===== src/rtl/mem_stage.sv =====
// Memory-access pipeline stage: issues loads/stores on a req/ack data bus,
// stalls upstream while an access is outstanding, and owns the MEM/WB register.
module mem_stage #(
  parameter int unsigned TIMEOUT = 255,
  parameter int unsigned TO_W    = 8
) (
  input  logic        clk,
  input  logic        rst,
  input  logic [2:0]  WB,
  input  logic [2:0]  M,
  input  logic [1:0]  mem_size,
  input  logic        mem_unsigned,
  input  logic [31:0] ALUresult,
  input  logic [31:0] WriteData,
  input  logic [4:0]  Rd,
  input  logic [31:0] PCplus,
  output logic        dmem_req,
  output logic        dmem_we,
  output logic [31:0] dmem_addr,
  output logic [31:0] dmem_wdata,
  output logic [3:0]  dmem_be,
  input  logic        dmem_ack,
  input  logic [31:0] dmem_rdata,
  output logic        stall,
  output logic [2:0]  WB_out,
  output logic [31:0] ReadData_out,
  output logic [31:0] ALUresult_out,
  output logic [31:0] PCplus_out,
  output logic [4:0]  Rd_out,
  output logic        misalign_err,
  output logic        bus_err
);

  localparam logic [1:0] SZ_BYTE = 2'b00;
  localparam logic [1:0] SZ_HALF = 2'b01;
  localparam logic [TO_W-1:0] CNT_LAST = TO_W'(TIMEOUT - 1);

  typedef enum logic {IDLE, REQ} state_t;

  state_t          state, state_nxt;
  logic [TO_W-1:0] cnt;
  logic            is_store, is_load, active, misalign, timeout;
  logic            issue, done, tmo;
  logic [3:0]      be_c;
  logic [31:0]     wdata_c, shifted_c, load_c;
  logic            unused_m0;

  assign unused_m0 = M[0];

  // Access decode; a store wins when both controls are set.
  assign is_store = M[1];
  assign is_load  = M[2] & ~M[1];
  assign active   = M[2] | M[1];
  assign timeout  = (cnt == CNT_LAST);

  always_comb begin
    misalign = 1'b0;
    be_c     = 4'b1111;
    wdata_c  = WriteData;
    case (mem_size)
      SZ_BYTE: begin
        be_c    = 4'b0001 << ALUresult[1:0];
        wdata_c = {4{WriteData[7:0]}};
      end
      SZ_HALF: begin
        misalign = ALUresult[0];
        be_c     = ALUresult[1] ? 4'b1100 : 4'b0011;
        wdata_c  = {2{WriteData[15:0]}};
      end
      default: misalign = (ALUresult[1:0] != 2'b00);
    endcase
  end

  // Little-endian lane extraction followed by sign/zero extension.
  assign shifted_c = dmem_rdata >> {ALUresult[1:0], 3'b000};

  always_comb begin
    load_c = shifted_c;
    case (mem_size)
      SZ_BYTE: load_c = mem_unsigned ? {24'h0, shifted_c[7:0]}
                                     : {{24{shifted_c[7]}}, shifted_c[7:0]};
      SZ_HALF: load_c = mem_unsigned ? {16'h0, shifted_c[15:0]}
                                     : {{16{shifted_c[15]}}, shifted_c[15:0]};
      default: load_c = shifted_c;
    endcase
  end

  always_ff @(posedge clk) begin
    if (rst) state <= IDLE;
    else     state <= state_nxt;
  end

  always_comb begin
    state_nxt = state;
    stall     = 1'b0;
    issue     = 1'b0;
    done      = 1'b0;
    tmo       = 1'b0;
    case (state)
      IDLE: begin
        if (active && !misalign) begin
          stall     = 1'b1;
          issue     = 1'b1;
          state_nxt = REQ;
        end
      end
      REQ: begin
        if (dmem_ack) begin
          done      = 1'b1;
          state_nxt = IDLE;
        end else if (timeout) begin
          tmo       = 1'b1;
          state_nxt = IDLE;
        end else begin
          stall = 1'b1;
        end
      end
      default: state_nxt = IDLE;
    endcase
  end

  // Wait counter runs only while the access stays outstanding.
  always_ff @(posedge clk) begin
    if (rst)                                    cnt <= '0;
    else if (state == REQ && state_nxt == REQ)  cnt <= cnt + TO_W'(1);
    else                                        cnt <= '0;
  end

  // Bus request and payload: captured at issue, frozen until completion.
  always_ff @(posedge clk) begin
    if (rst) begin
      dmem_req   <= 1'b0;
      dmem_we    <= 1'b0;
      dmem_addr  <= '0;
      dmem_wdata <= '0;
      dmem_be    <= '0;
    end else if (issue) begin
      dmem_req   <= 1'b1;
      dmem_we    <= is_store;
      dmem_addr  <= {ALUresult[31:2], 2'b00};
      dmem_wdata <= wdata_c;
      dmem_be    <= be_c;
    end else if (done || tmo) begin
      dmem_req   <= 1'b0;
    end
  end

  // MEM/WB register: bubble while stalled or on error, else pass through.
  always_ff @(posedge clk) begin
    if (rst || stall || tmo || (state == IDLE && active && misalign)) begin
      WB_out        <= '0;
      ReadData_out  <= '0;
      ALUresult_out <= '0;
      PCplus_out    <= '0;
      Rd_out        <= '0;
      misalign_err  <= !rst && !stall && !tmo;
      bus_err       <= !rst && tmo;
    end else begin
      WB_out        <= WB;
      ReadData_out  <= (done && is_load) ? load_c : 32'h0;
      ALUresult_out <= ALUresult;
      PCplus_out    <= PCplus;
      Rd_out        <= Rd;
      misalign_err  <= 1'b0;
      bus_err       <= 1'b0;
    end
  end

endmodule


===== config.mk =====
export PLATFORM = sky130hd
export DESIGN_NAME = mem_stage
export DESIGN_NICKNAME = d
export VERILOG_FILES = /design/src/rtl/mem_stage.sv
export SDC_FILE = /design/constraint.sdc
export NUM_CORES = 1
export LEC_CHECK = 0
export CAP_MARGIN = 15
export CORE_ASPECT_RATIO = 1.25
export CORE_MARGIN = 5
export CORE_UTILIZATION = 41
export CTS_BUF_LIST = sky130_fd_sc_hd__clkbuf_4
export DETAILED_ROUTE_END_ITERATION = 8
export HOLD_SLACK_MARGIN = 0.1
export PLACE_DENSITY = 0.94
export SLEW_MARGIN = 25
export SYNTH_ARGS = -nofsm -noshare
export SYNTH_HDL_FRONTEND = slang
export SYNTH_SLANG_ARGS = --single-unit
export TNS_END_PERCENT = 10

===== constraint.sdc =====
create_clock -name clk -period 1.9 [get_ports clk]
set_input_delay 0.285 -clock clk [delete_from_list [all_inputs] [get_ports clk]]
set_output_delay 0.285 -clock clk [all_outputs]
set_load 0.1 [all_outputs]

== Word level (Yosys, flattened, before mapping) ==
Cells that the tools add are included.
Storage, ports and cells
  bits in registers: 183
  input bits: 145
  output and inout bits: 177
  word-level logic and storage cells: 65
Operators by class
  $add $sub $neg: 1
  eq/ne operators: 2
  shifts and indexed selects: 2
  mux-type cells: 19
  bitwise logic cells: 6
  reductions and logical operators: 21
Operator list (count)
  32-bit case mux with 2 select lines: 2
  32-bit two-way mux: 2
  32-bit by 5-bit right shift with 32-bit output: 1
  1-bit two-way mux: 11
  8-bit by 1-bit adder with 8-bit output, second input constant: 1
  8-bit equality test, second input constant: 1
  1-bit logical AND: 8
  4-bit case mux with 2 select lines: 1
  1-bit logical NOT: 4
  1-bit logical OR: 4
  4-bit two-way mux: 1
  1-bit NOT: 4
  1-bit case mux with 2 select lines: 2
  2-bit nonzero test: 2
  2-bit OR reduction: 2
  1-bit by 2-bit left shift with 4-bit output, first input constant: 1
  2-bit by 1-bit equality test with 1-bit output, second input constant: 1
  2-bit logical NOT: 1
  1-bit bitwise AND: 1
  1-bit bitwise OR: 1

== Longest topological paths before layout ==
Gate-level depths: netlist of the first run.
  word-level depth: 10
  depth in mapped cells: 7

== Least setup slack after synthesis of the first run ==
OpenSTA, ideal clock, no wires.
  path type: register to register
  start point: register cnt[0]
  end point: register state
  setup time: 0.075 ns
  arrival: 3.136 ns
  path slack: -1.310 ns
  cell stages (with the launch flop): 7
  clock period less this slack: 3.210 ns
  path through: dfxtp_1 inv_1 ha_1 nand3_1 nor2_1 o21ai_0 nor2b_1
Between the ends
  longest elaborated chain between the ends: 4
Ends and longest elaborated chain
  start, declared: line 41  | logic [TO_W-1:0] cnt;
  start signal, assigned: line 125  | else if (state == REQ && state_nxt == REQ) cnt <= cnt + TO_W'(1);
  8-bit equality test: line 54  | assign timeout = (cnt == CNT_LAST);
  1-bit two-way mux (2 in a row)
  1-bit case mux with 2 select lines
  via stall: line 24  | output logic stall,
  end signal, assigned: line 90  | else state <= state_nxt;
  end, declared: line 40  | state_t state, state_nxt;
The timed path passes the listed nets, and every way through them passes these cells.
A chain may end at the register's enable or synchronous reset.

== Final worst setup path of the first run ==
  start point: input port ALUresult[0]
  end point: output port stall
Between the ends
  longest elaborated chain between the ends: 6
Ends and longest elaborated chain
  start, declared: line 13  | input logic [31:0] ALUresult,
  2-bit nonzero test: line 70  | default: misalign = (ALUresult[1:0] != 2'b00);
  1-bit case mux with 2 select lines *: line 60  | case (mem_size)
  1-bit logical NOT *: line 101  | if (active && !misalign) begin
  1-bit logical AND *: line 101
  1-bit two-way mux *: line 101
  1-bit case mux with 2 select lines *: line 99  | case (state)
  end, declared: line 24
Every way passes the cells marked *; elsewhere a longest branch is shown, timed or not.

==> results of run 1 <==
## where the power goes
group | total, mW | leakage (nW) | switching [mW] | internal (mW)
sequential | 4.12 | 1.49 | 0.0893 | 4.03
clock | 2.24 | 0.159 | 1.50 | 0.738
combinational | 2.75 | 2.73 | 1.96 | 0.792
## logic make-up after synthesis
group / count (synthesis) / synth area share, %
simple gates: 243 / 18.2
compound gates: 133 / 13.0
other cells: 1 / 0.0584
xor+xnor: 6 / 0.819
mux: 40 / 6.59
buf+inv: 54 / 3.92
fa+ha+maj: 2 / 0.390
flops: 183 / 57.1
## Yosys cell counts (2+ instances only)
cell	instances	area [µm²]
xnor2_1	3	26.3
nand3_1	4	20.0
or4_1	2	15.0
o211ai_1	8	60.1
and2_1	72	450
a211oi_1	15	113
inv_1	3	11.3
nor2b_1	2	12.5
a311oi_1	11	96.3
mux2i_1	31	310
nor3_1	4	20.0
o21ai_0	20	100
or2_1	2	12.5
a22oi_1	8	60.1
xor2_1	3	26.3
dfxtp_1	183	3660
buf_2	12	60.1
clkbuf_1	30	113
nand2_1	103	387
ha_1	2	25.0
mux2_2	8	90.1
a21oi_1	57	285
nor2_1	43	161
buf_4	7	52.6
o21bai_1	2	15.0
a21o_1	8	60.1
## flip-flops by register name (all words and copies together), names as in the netlist
name           cells
dmem_we            1
dmem_addr         30
ALUresult_out     32
WB_out             3
cnt                8
dmem_wdata        32
bus_err            1
Rd_out             5
dmem_req           1
ReadData_out      32
misalign_err       1
PCplus_out        32
state              1
dmem_be            4
## what timing repair did
item,in CTS,in global routing
pin swaps,1,1
endpoints found under the hold margin,2,0
buffers inserted,3,1
hold buffers,1,0
endpoints found under the setup margin,1,1
gates resized for setup,8,3
## area by class of cell
class / count / area (µm²) / share of cell area, %
clock buffers: 17 / 128 / 1.28
repair buffers: 367 / 3170 / 31.8
diodes: 1 / 2.50 / 0.0251
multi-input cells: 426 / 2560 / 25.7
well taps: 212 / 265 / 2.66
inverters: 3 / 11.3 / 0.113
clock inverters: 15 / 178 / 1.78
flip-flops and latches: 183 / 3670 / 36.7
## metrics by stage
| step | std cells | area, µm² |
|---|---|---|
| 2_1_floorplan | 663 | 6430 |
| 6_report | 1224 | 9990 |
| 5_1_grt | 1224 | 9990 |
| 3_3_place_gp | 1186 | 9600 |
| 3_5_place_dp | 1186 | 9600 |
| 4_1_cts | 1222 | 9960 |
## cell usage in the layout, fill, tap and decap left out, drive strengths merged, types with 8 or more instances in the layout
cell	netlist	final
clkbuf	30	17
o21ai	20	20
a311oi	11	11
nand2	103	103
a21oi	57	57
mux2	8	8
and2	72	72
a211oi	15	15
nor2	43	43
o211ai	8	8
buf	21	224
a21o	8	8
inv	3	12
clkdlybuf4s50	0	141
mux2i	31	31
a22oi	8	8
dfxtp	183	183
## metal layers
metal,up-vias,GRT usage [%]
met5,-,0
met2,293,43.3
li1,2900,-
met3,40,8.92
met1,2817,22.8
met4,0,9.02
## final timing paths
kind         slack (ns)  depth (start not counted)                          to
max               -0.13                          5                       stall
min                0.27                          2   PCplus_out[10]$_SDFF_PP0_
max reg2reg        0.14                          8   dmem_addr[3]$_SDFFE_PP0P_
min reg2reg        0.47                          2  dmem_wdata[6]$_SDFFE_PP0P_
==> impl_results.md, run 1 <==
- DRC Markers: 0
- Std cell rows: 51
- Remaining global-route overflow: 0
- Slew Limit Fails: 0
- Worst Path Arrival: 1.74 ns
- Mean post-synth cell area: 9.70 µm²
- Die width: 122 µm
- Finish-stage setup viols: 1
- Clock Tree Root: clkbuf_4
- TritonCTS clock tree: done
- Main flop type after synthesis: dfxtp_1
- Number of max-cap violations: 0
- Critical-path cell list: clkdlybuf4s50_1 -> or2_4 -> a221o_2 -> o21ai_4 -> buf_12
- Routed vias/inst: 4.94
- Number of global-route vias before repair: 6170
- Final Hold Viols: 0
- DR WL met3: 2150 µm
- Initial DRC count: 391
- Die height: 150 µm
- Crit path kind: input port to primary output
- Status: finished with violations
- Hold Path Origin: PCplus[10]
- Final GP Congestion: 0.877
- Hold WC Path Type: input port to register
- Pre-CTS setup slack: -0.411 ns
- Skew-Pair Late Insertion Delay: 0.55 ns
- Slew margin rel.: 50.7%
- Lkg Pwr: 4.38 nW
- Worst-Margin Slew: 0.739 ns
- Reg clk slew, reported paths: 0.16 ns
- Post-synth ARST share: 0%
- DR pass1 iterations: 5
- Number of top-level pins: 322
- Via count: 6050
- Crit-path max FO: 3
- IO Port Bufs: 318
- Die footprint: 18300 µm²
- Critical Path Start Type: input port
- Hold_ws: 0.266 ns
- First-pass GRT wire length: 32400 µm
- Synthesis-stage register bit count: 183
- Largest net degree at the start of global routing: 70
- Final worst setup slack: -0.128 ns
- Max incr delay on CP: 0.47 ns
- Final core utilization: 64.4%
- Total Routing Usage GR: 23.2%
- Warnings, synthesis: 0
- DR WL met2: 11400 µm
- DR WL/cell: 17.8 µm
- RSZ-0062 raised after global routing: yes
- Clock Skews: 0.0216 ns
- Netlist cell types: 45
- Share of post-route cells with drive strength above 1: 27.6%
- Delay-heaviest family, CP: buffers and inverters
- CTS Buf Count: 17
- Worst r2r src: state$_SDFF_PP0_
- Post-route ant nets: 0
- Crit end category: primary output
- Sequential cell area fraction in the yosys report: 57.1%
- Core region area: 15500 µm²
- Syn Std Cell Area: 6420 µm²
- CP Data Required Time: 1.62 ns
- Num Clock Sinks: 183
- Tcrit/Tclk final: 107%
- CP Launch Point: ALUresult[0]
- Overall Power: 9.12 mW
- Post-route setup TNS: -0.128 ns
- H-tree Lvls: 4
- DP Wirelength: 17100 µm
- Fmax: 493 MHz
- Area growth from synthesis to layout: 55.5%
- Slowest CP cell: clkdlybuf4s50_1
- Failing checks: negative setup slack
- Max Used Layer: met4
- Initial antenna violation count: 1
- Detailed Route WL: 21800 µm
- Post-synthesis instance total: 662
- Metal-1 WL: 7550 µm
- Fin nets: 1145
- Number of synthesized flops with an enable pin: 0
- Worst-case clock buffer depth: 2
- Fillcell total: 1230
- PwrDens: 913 nW/µm²
- WP buf/inv: 2
- Starting density of the core: 41.4%
- Min Tclk post-route: 2.03 ns
- Peak VDD IR: 0.488 mV
Power figures use the tool's default switching activity.
==> run 2: changes to the inputs <==
--- a/config.mk
+++ b/config.mk
@@ -6,13 +6,13 @@
 export NUM_CORES = 1
 export LEC_CHECK = 0
 export CAP_MARGIN = 15
-export CORE_ASPECT_RATIO = 1.25
-export CORE_MARGIN = 5
-export CORE_UTILIZATION = 41
+export CORE_AREA = 5 5 123 125
 export CTS_BUF_LIST = sky130_fd_sc_hd__clkbuf_4
 export DETAILED_ROUTE_END_ITERATION = 8
+export DIE_AREA = 0 0 128 130
+export DONT_BUFFER_PORTS = 1
 export HOLD_SLACK_MARGIN = 0.1
-export PLACE_DENSITY = 0.94
+export PLACE_DENSITY = 0.73
 export SLEW_MARGIN = 25
 export SYNTH_ARGS = -nofsm -noshare
 export SYNTH_HDL_FRONTEND = slang
==> impl_results.md, run 2 (same netlist as run 1, synthesis figures left out) <==
- First-pass GRT wire length: 37700 µm
- TritonCTS clock tree: done
- Worst r2r src: state$_SDFF_PP0_
- Total Routing Usage GR: 29.3%
- DP Wirelength: 14200 µm
- Lkg Pwr: 4.48 nW
- Starting density of the core: 46.6%
- Initial antenna violation count: 1
- Final Hold Viols: 0
- Metal-1 WL: 8480 µm
- Remaining global-route overflow: 0
- Initial DRC count: 436
- Final core utilization: 73.4%
- Status: finished with violations
- Worst-case clock buffer depth: 2
- Finish-stage setup viols: 8
- Die height: 130 µm
- Number of top-level pins: 322
- Hold WC Path Type: input port to register
- H-tree Lvls: 4
- Clock share of power: 26.4%
- Num Clock Sinks: 183
- Hold Path Origin: mem_size[0]
- Sw Share: 37.2%
- Final worst setup slack: -0.0899 ns
- Via count: 6555
- Routed vias/inst: 5.47
- Int Pwr: 5.85 mW
- Peak VDD IR: 0.590 mV
- Fin nets: 1151
- Largest net degree at the start of global routing: 87
- Sequential power share: 43.9%
- Gate power share: 29.6%
- CP Launch Point: cnt[1]$_SDFF_PP0_
- Post-route ant nets: 0
- DR pass1 iterations: 5
- DRC Markers: 0
- Reg clk slew, reported paths: 0.15 ns
- IO Port Bufs: 0
- Core region area: 13800 µm²
- Design Area, Final: 10100 µm²
- Total net switching power: 3.46 mW
- Final GP Congestion: 0.860
- Number of global-route vias before repair: 6771
- Slew Limit Fails: 0
- Crit-path max FO: 3
- Failing checks: negative setup slack
- Critical-path cell list: ha_1 -> nand3_2 -> nor2_4 -> o21ai_4 -> buf_12
- Die footprint: 16600 µm²
- DR WL/cell: 21.2 µm
- Clock Skews: 0.0434 ns
- Worst-Margin Slew: 0.626 ns
- Min Tclk post-route: 1.99 ns
- Worst Path Arrival: 1.70 ns
- Share of post-route cells with drive strength above 1: 24.2%
- DR WL met3: 3100 µm
- Area growth from synthesis to layout: 57.4%
- Detailed Route WL: 25400 µm
- Clock Tree Root: clkbuf_4
- CTS Buf Count: 17
- Std cell rows: 43
- Skew-Pair Late Insertion Delay: 0.59 ns
- RSZ-0062 raised after global routing: yes
- Slew margin rel.: 58.1%
- Max incr delay on CP: 0.41 ns
- Critical Path Start Type: register
- Crit end category: primary output
- PwrDens: 922 nW/µm²
- Overall Power: 9.31 mW
- Fmax: 503 MHz
- Max Used Layer: met4
- Slowest CP cell: dfxtp_1
- Most common cell after layout, fill and taps aside: buf_4
- Number of max-cap violations: 0
- Placed Instance Area: 7860 µm²
- Crit path kind: register to primary output
- Most frequent cells in the layout: buf_4 (189), dfxtp_1 (181), dlygate4sd3_1 (176), nand2_1 (103), and2_1 (72)
- CP Data Required Time: 1.62 ns
- Tcrit/Tclk final: 105%
- Pre-CTS setup slack: 0.0908 ns
- Die width: 128 µm
- Hold_ws: 0.153 ns
- DR WL met2: 12600 µm
[run 2: per-stage QoR]
stage	TNS (ns)	std cells
2_1_floorplan	0	663
3_3_place_gp	0	978
3_5_place_dp	0	978
4_1_cts	-0.602	1194
5_1_grt	-1.01	1198
6_report	-0.198	1199
[run 2: final cells by class]
cell class	instances	area, µm²
clock inverter	14	194
antenna	2	5.00
sequential	183	3670
fill	847	3670
tap	180	225
multi-input combinational	426	2560
inverter	3	11.3
timing repair buffer	373	3310
clock buffer	18	135
[run 2: what timing repair did]
action / CTS / global route
hold buffers: 179 / 1
buffers inserted: 5 / 2
endpoints found under the hold margin: 183 / 4
endpoints found under the setup margin: 1 / 38
pin swaps: 0 / 2
gates resized for setup: 6 / 8
[run 2: power groups by stage]
stage	Sequential [mW]	Clock [mW]	Combinational, mW
3_3_place_gp	4.16	0	2.25
2_1_floorplan	5.55	0	0.505
3_5_place_dp	4.17	0	2.28
5_1_grt	4.11	2.65	2.85
6_report	4.09	2.46	2.76
4_1_cts	4.08	2.46	2.69
[run 2: worst max-delay path, delay by kind of cell (launching register included)]
family / cells / cell delay [ns]
buffers and inverters: 1 / 0.17
flip-flops: 1 / 0.41
adder cells (fa/ha/maj): 1 / 0.18
AND/OR/NAND/NOR: 2 / 0.29
AO/OA/AOI/OAI: 1 / 0.09
[run 2: layer usage]
layer,vias up,global-route usage [%]
met3,114,10.8
met5,-,0
met4,0,13.9
met1,3031,30.8
met2,499,52.0
li1,2911,-
[run 2: path summary, 6_finish.rpt]
kind	slack, ns	endpoint	depth (start not counted)
setup / recovery	-0.09	stall	5
hold / removal	0.15	dmem_wdata[27]$_SDFFE_PP0P_	4
setup reg to reg	0	ALUresult_out[1]$_SDFF_PP0_	6
hold reg to reg	0.53	cnt[0]$_SDFF_PP0_	2
==> run 3: changes to the inputs <==
--- a/config.mk
+++ b/config.mk
@@ -5,7 +5,7 @@
 export SDC_FILE = /design/constraint.sdc
 export NUM_CORES = 1
 export LEC_CHECK = 0
-export CAP_MARGIN = 15
+export CAP_MARGIN = 20
 export CORE_AREA = 5 5 123 125
 export CTS_BUF_LIST = sky130_fd_sc_hd__clkbuf_4
 export DETAILED_ROUTE_END_ITERATION = 8
@@ -13,7 +13,7 @@
 export DONT_BUFFER_PORTS = 1
 export HOLD_SLACK_MARGIN = 0.1
 export PLACE_DENSITY = 0.73
-export SLEW_MARGIN = 25
+export SLEW_MARGIN = 20
 export SYNTH_ARGS = -nofsm -noshare
 export SYNTH_HDL_FRONTEND = slang
 export SYNTH_SLANG_ARGS = --single-unit
==> results of run 3 <==
No change in the layout: final DEF, timing and power equal those of run 2.
